===== src/rtl/irq_pending_ctrl_pkg.sv =====
// Shared types and helpers for the CP0 interrupt front end.
// Contents:
//   N_IRQ      - number of interrupt lines (bit N_IRQ-1 is highest priority)
//   irq_vec_t  - one bit per interrupt line
//   msb_onehot - isolates the most significant set bit of a vector
//   is_onehot  - true when exactly one bit of a vector is set
package cp0_irq_pkg;

  localparam int N_IRQ = 8;

  typedef logic [N_IRQ-1:0] irq_vec_t;

  // Scanning upward lets the highest set bit overwrite any lower one.
  function automatic irq_vec_t msb_onehot(irq_vec_t v);
    irq_vec_t r;
    r = '0;
    for (int i = 0; i < N_IRQ; i++) begin
      if (v[i]) r = irq_vec_t'(1) << i;
    end
    return r;
  endfunction

  // Clearing the lowest set bit leaves zero only for a single-bit vector.
  function automatic logic is_onehot(irq_vec_t v);
    return (v != '0) && ((v & (v - irq_vec_t'(1))) == '0);
  endfunction

endpackage


===== src/rtl/irq_pending_ctrl_sync.sv =====
// irq_sync: multi-flop synchronizer for asynchronous interrupt lines, with a
// one-cycle-delayed copy used for rising-edge detection.
// Ports:
//   clk     in   1      clock
//   rst     in   1      asynchronous active-high reset
//   d_i     in   WIDTH  raw asynchronous inputs
//   sync_o  out  WIDTH  inputs after SYNC_STAGES flops
//   rise_o  out  WIDTH  sync_o high while its delayed copy is still low
module irq_sync #(
  parameter int WIDTH       = 8,
  parameter int SYNC_STAGES = 2
) (
  input  logic             clk,
  input  logic             rst,
  input  logic [WIDTH-1:0] d_i,
  output logic [WIDTH-1:0] sync_o,
  output logic [WIDTH-1:0] rise_o
);

  logic [WIDTH-1:0] stage_q [SYNC_STAGES];
  logic [WIDTH-1:0] prev_q;

  always_ff @(posedge clk or posedge rst) begin
    if (rst) begin
      for (int s = 0; s < SYNC_STAGES; s++) stage_q[s] <= '0;
      prev_q <= '0;
    end else begin
      stage_q[0] <= d_i;
      for (int s = 1; s < SYNC_STAGES; s++) stage_q[s] <= stage_q[s-1];
      prev_q <= stage_q[SYNC_STAGES-1];
    end
  end

  assign sync_o = stage_q[SYNC_STAGES-1];
  assign rise_o = stage_q[SYNC_STAGES-1] & ~prev_q;

endmodule


===== src/rtl/irq_pending_ctrl.sv =====
// irq_pending_ctrl: CP0 interrupt front end. Synchronizes raw IRQ lines,
// keeps edge/level pending state, applies the IM mask and nested
// in-service blocking, and presents eligible lines to the external
// priority encoder. The encoder's one-hot grant is taken back on acknowledge.
// Ports:
//   clk          in   1      clock
//   rst          in   1      asynchronous active-high reset
//   irq_in       in   N_IRQ  raw interrupt lines, asynchronous to clk
//   im           in   N_IRQ  Status IM field, 1 = line enabled
//   global_en    in   1      Status IE & ~EXL
//   pend_clr     in   N_IRQ  write-one-to-clear for edge pending bits
//   irq_ack      in   1      CPU takes the interrupt this cycle
//   grant        in   N_IRQ  one-hot encoder output, used with irq_ack
//   irq_eret     in   1      ERET retired
//   irq_prior    out  N_IRQ  eligible lines, to encoder prior_in
//   irq_req      out  1      interrupt request to pipeline
//   pending_out  out  N_IRQ  raw pending bits (Cause IP)
//   isr_out      out  N_IRQ  in-service bits
module irq_pending_ctrl
  import cp0_irq_pkg::*;
#(
  parameter int               N_IRQ          = cp0_irq_pkg::N_IRQ,
  parameter int               SYNC_STAGES    = 2,
  parameter logic [N_IRQ-1:0] EDGE_SENSITIVE = '0
) (
  input  logic             clk,
  input  logic             rst,
  input  logic [N_IRQ-1:0] irq_in,
  input  logic [N_IRQ-1:0] im,
  input  logic             global_en,
  input  logic [N_IRQ-1:0] pend_clr,
  input  logic             irq_ack,
  input  logic [N_IRQ-1:0] grant,
  input  logic             irq_eret,
  output logic [N_IRQ-1:0] irq_prior,
  output logic             irq_req,
  output logic [N_IRQ-1:0] pending_out,
  output logic [N_IRQ-1:0] isr_out
);

  localparam irq_vec_t EDGE_MASK = irq_vec_t'(EDGE_SENSITIVE);

  irq_vec_t sync_s;
  irq_vec_t rise_s;
  irq_vec_t pend_q, pend_d;
  irq_vec_t isr_q,  isr_d;
  irq_vec_t top_s;
  irq_vec_t allow_s;
  irq_vec_t prior_s;
  irq_vec_t clr_s;
  irq_vec_t ack_vec_s;
  logic     ack_ok_s;

  irq_sync #(
    .WIDTH       (N_IRQ),
    .SYNC_STAGES (SYNC_STAGES)
  ) u_sync (
    .clk    (clk),
    .rst    (rst),
    .d_i    (irq_in),
    .sync_o (sync_s),
    .rise_o (rise_s)
  );

  always_comb begin
    top_s = msb_onehot(isr_q);
    // Only lines strictly above the innermost in-service level may nest.
    // When line N_IRQ-1 is in service the shift wraps to zero and the
    // subtraction yields all ones, so nothing is allowed.
    if (isr_q == '0) allow_s = '1;
    else             allow_s = ~((top_s << 1) - irq_vec_t'(1));

    prior_s = pend_q & im & allow_s;

    // A grant counts only if it is one-hot and names a line that is
    // eligible right now; anything else is dropped without side effects.
    ack_ok_s  = irq_ack & is_onehot(grant) & (|(grant & prior_s));
    ack_vec_s = ack_ok_s ? grant : '0;

    // Set has priority over clear so an edge arriving with its own ack
    // stays pending. Level lines just follow the synchronized input.
    clr_s  = pend_clr | ack_vec_s;
    pend_d = (EDGE_MASK & (rise_s | (pend_q & ~clr_s))) | (~EDGE_MASK & sync_s);

    // ERET retires the innermost level first, then a same-cycle grant is added.
    isr_d = (isr_q & ~(irq_eret ? top_s : '0)) | ack_vec_s;
  end

  always_ff @(posedge clk or posedge rst) begin
    if (rst) begin
      pend_q <= '0;
      isr_q  <= '0;
    end else begin
      pend_q <= pend_d;
      isr_q  <= isr_d;
    end
  end

  assign irq_prior   = prior_s;
  assign irq_req     = global_en & (|prior_s);
  assign pending_out = pend_q;
  assign isr_out     = isr_q;

endmodule


===== config.mk =====
export PLATFORM = sky130hd
export DESIGN_NAME = irq_pending_ctrl
export DESIGN_NICKNAME = d
export VERILOG_FILES = /design/src/rtl/irq_pending_ctrl_pkg.sv /design/src/rtl/irq_pending_ctrl_sync.sv /design/src/rtl/irq_pending_ctrl.sv
export SDC_FILE = /design/constraint.sdc
export NUM_CORES = 1
export LEC_CHECK = 0
export CORE_UTILIZATION = 40
export DETAILED_ROUTE_END_ITERATION = 10
export PLACE_DENSITY = 0.75
export SYNTH_ARGS = -nofsm -noshare
export SYNTH_HDL_FRONTEND = slang
export SYNTH_HIERARCHICAL = 1
export SYNTH_SLANG_ARGS = --single-unit

===== constraint.sdc =====
create_clock -name clk -period 2.74 [get_ports clk]
set_clock_uncertainty 0.2 [all_clocks]
set_input_delay 0.274 -clock clk [delete_from_list [all_inputs] [get_ports clk]]
set_output_delay 0.274 -clock clk [all_outputs]
set_load 0.02 [all_outputs]

==> impl_metrics.env <==
export IMPL_grt_pass1_vias=1454
export IMPL_crit_arrival_ps=2700
export IMPL_drc_errors=0
export IMPL_wl_per_cell_um=16.4
export IMPL_drive_gt1_frac=0.365
export IMPL_critPathMaxStageDelay_ps=420
export IMPL_path_cells="nor4_4 > nand2_1 > nor2_1 > nand2_1 > ha_2 > nand2b_1 > a21oi_1 > o311a_1 > or3_1 > o31a_1 > buf_6"
export IMPL_fp_dieArea_sq_um=3840
export IMPL_hold_class="in -> async"
export IMPL_r2r_cells=13
export IMPL_first_pass_iters=4
export IMPL_violations="setup timing"
export IMPL_nNetsFinal=259
export IMPL_grt_setup_unrepaired="true"
export IMPL_finalCriticalPeriod_ps=3170
export IMPL_startpoint_type="flip-flop"
export IMPL_max_slew_margin=0.569
export IMPL_grt_ovfl_total=0
export IMPL_drv_cap=0
export IMPL_start_util=0.424
export IMPL_period_share=1.16
export IMPL_synth_area_sq_um=1440
export IMPL_p_total_uw=958
export IMPL_setup_viol=11
export IMPL_reg2reg_slack_ps=-60
export IMPL_irDropWorstVdd_v=0.000358
export IMPL_die_h_um=62.0
export IMPL_syn_nets=164
export IMPL_clockBufferDepth=2
export IMPL_p_per_area_nw_per_um2=382
export IMPL_routed_wl_mm=4.39
export IMPL_port_buffer_count=53
export IMPL_r2r_end="isr_out[4]$_DFF_PP0_"
export IMPL_vias=1438
export IMPL_r2r_start="isr_out[7]$_DFF_PP0_"
export IMPL_ios=62
export IMPL_core_sq_um=3390
export IMPL_routabilityCongestion=0.884
export IMPL_cts_buffers=5
export IMPL_antenna_found_initial=0
export IMPL_grt_usage=0.250
export IMPL_dp_hpwl_mm=3.16
export IMPL_grt_pass1_wl_mm=6.61
export IMPL_syn_inst=126
export IMPL_drv_slew=0
export IMPL_rows=21
export IMPL_cts_tree="done"
export IMPL_slowest_stage="dfrtp_1"
export IMPL_drt_initial_drc_count=73
export IMPL_syn2layout_area_growth_pct=74.5
export IMPL_cp_max_fo=2
export IMPL_finalHoldViolCount=0
export IMPL_cpMostUsedCell="nand2_1"
export IMPL_cts_max_level=2
export IMPL_ant_nets=0
export IMPL_worst_pin_slew_ps=645
export IMPL_crit_type="reg -> out"
export IMPL_clk_pin_slew_ps=90
export IMPL_vias_per_cell=5.37
export IMPL_grt_start_max_net_pins=17
export IMPL_diodes=0
export IMPL_die_w_um=62.0
export IMPL_crit_path_end_kind="output port"
export IMPL_whs_ps=125
export IMPL_critPathRequiredTime_ps=2270
export IMPL_postCtsHoldBufs=0
export IMPL_status="finished, violations left"
export IMPL_worst_slack_ps=-434
export IMPL_cts_root_buf="clkbuf_4"
export IMPL_total_leakage_power_nw=1.10
export IMPL_cts_sinks=32
export IMPL_fmax_ghz=0.315
export IMPL_synth_warning_count=6
export IMPL_syn_area_per_cell_sq_um=11.4
export IMPL_clk_latency_ps=320
cell type report:
class                           count  area [sq um]
Inverter                            5          18.8
Fill cell                         241           881
Tap cell                           46          57.6
Clock buffer                        7          45.0
Sequential cell                    32           803
Timing Repair Buffer               96           908
Clock inverter                      1          5.00
Multi-Input combinational cell     81           671
worst max path at each step:
stage	start	end	slack, ps	cells past startpoint
CTS	isr_out[7]$_DFF_PP0_	irq_req	-390	11
global placement	isr_out[6]$_DFF_PP0_	irq_req	-450	11
floorplan	isr_out[6]$_DFF_PP0_	irq_req	-300	10
global route	isr_out[7]$_DFF_PP0_	irq_req	-580	11
finish	isr_out[7]$_DFF_PP0_	irq_req	-430	11
detailed placement	isr_out[6]$_DFF_PP0_	irq_req	-500	11
timing repair:
action                     4_1_cts  5_1_grt
hold endpoints to repair         0        0
setup endpoints to repair       13       14
pin swaps                        8       15
gates resized for setup         48       24
buffers inserted                25        6
flip-flops by register name, indices dropped and copies added, names as in the netlist:
name,count
u_sync/sync_o,8
u_sync/stage_q,8
pending_out,8
isr_out,8
critical path: cells and delay by family, from the launching register on:
kind	cells	cell delay (ps)
AOI/OAI and AO/OA	3	610
adders and majority gates	1	180
buffers and inverters	1	140
DFF	1	420
and+or+nand+nor	6	1030
stage by stage:
stage | setup slack (ps) | util | instance area [sq um] | cells | TNS (ps)
final | -434 | 0.740 | 2510 | 268 | -1020
after CTS | -392 | 0.706 | 2390 | 265 | -762
after floorplan | -298 | - | 1450 | 126 | -298
after global placement | -451 | 0.637 | 2160 | 241 | -1600
after detailed placement | -495 | 0.637 | 2160 | 241 | -2310
after global routing | -576 | 0.740 | 2510 | 268 | -2160
placed cells by master, fill, tap and decap left out, types with 2 or more instances in the layout:
| cell type | count |
|---|---|
| nor3_1 | 3 |
| or3_1 | 3 |
| a2111oi_0 | 2 |
| dfrtp_2 | 2 |
| buf_4 | 29 |
| nor4_4 | 3 |
| o21ai_2 | 7 |
| clkbuf_1 | 2 |
| inv_1 | 5 |
| clkdlybuf4s50_1 | 45 |
| clkbuf_4 | 5 |
| nand2_1 | 7 |
| or4_1 | 2 |
| nor2_1 | 5 |
| o21ai_0 | 4 |
| nand3_1 | 9 |
| nand2b_1 | 3 |
| nand3_2 | 2 |
| o21ai_1 | 3 |
| dfrtp_1 | 30 |
| buf_6 | 19 |
per-layer routing:
| layer | wire, um | vias up | global-route usage |
|---|---|---|---|
| li1 | - | 655 | - |
| met1 | 1670 | 701 | 0.277 |
| met2 | 2300 | 64 | 0.445 |
| met3 | 250 | 18 | 0.0393 |
| met4 | 161 | 0 | 0.159 |
| met5 | 0 | - | 0 |
report_power, final:
group          internal [mW]  switching (mW)  total (mW)
logic                  0.122           0.100       0.223
registers              0.491         0.00907       0.500
clock network         0.0997           0.136       0.236
total                  0.713           0.246       0.958
(Power assumes the default switching activity.)
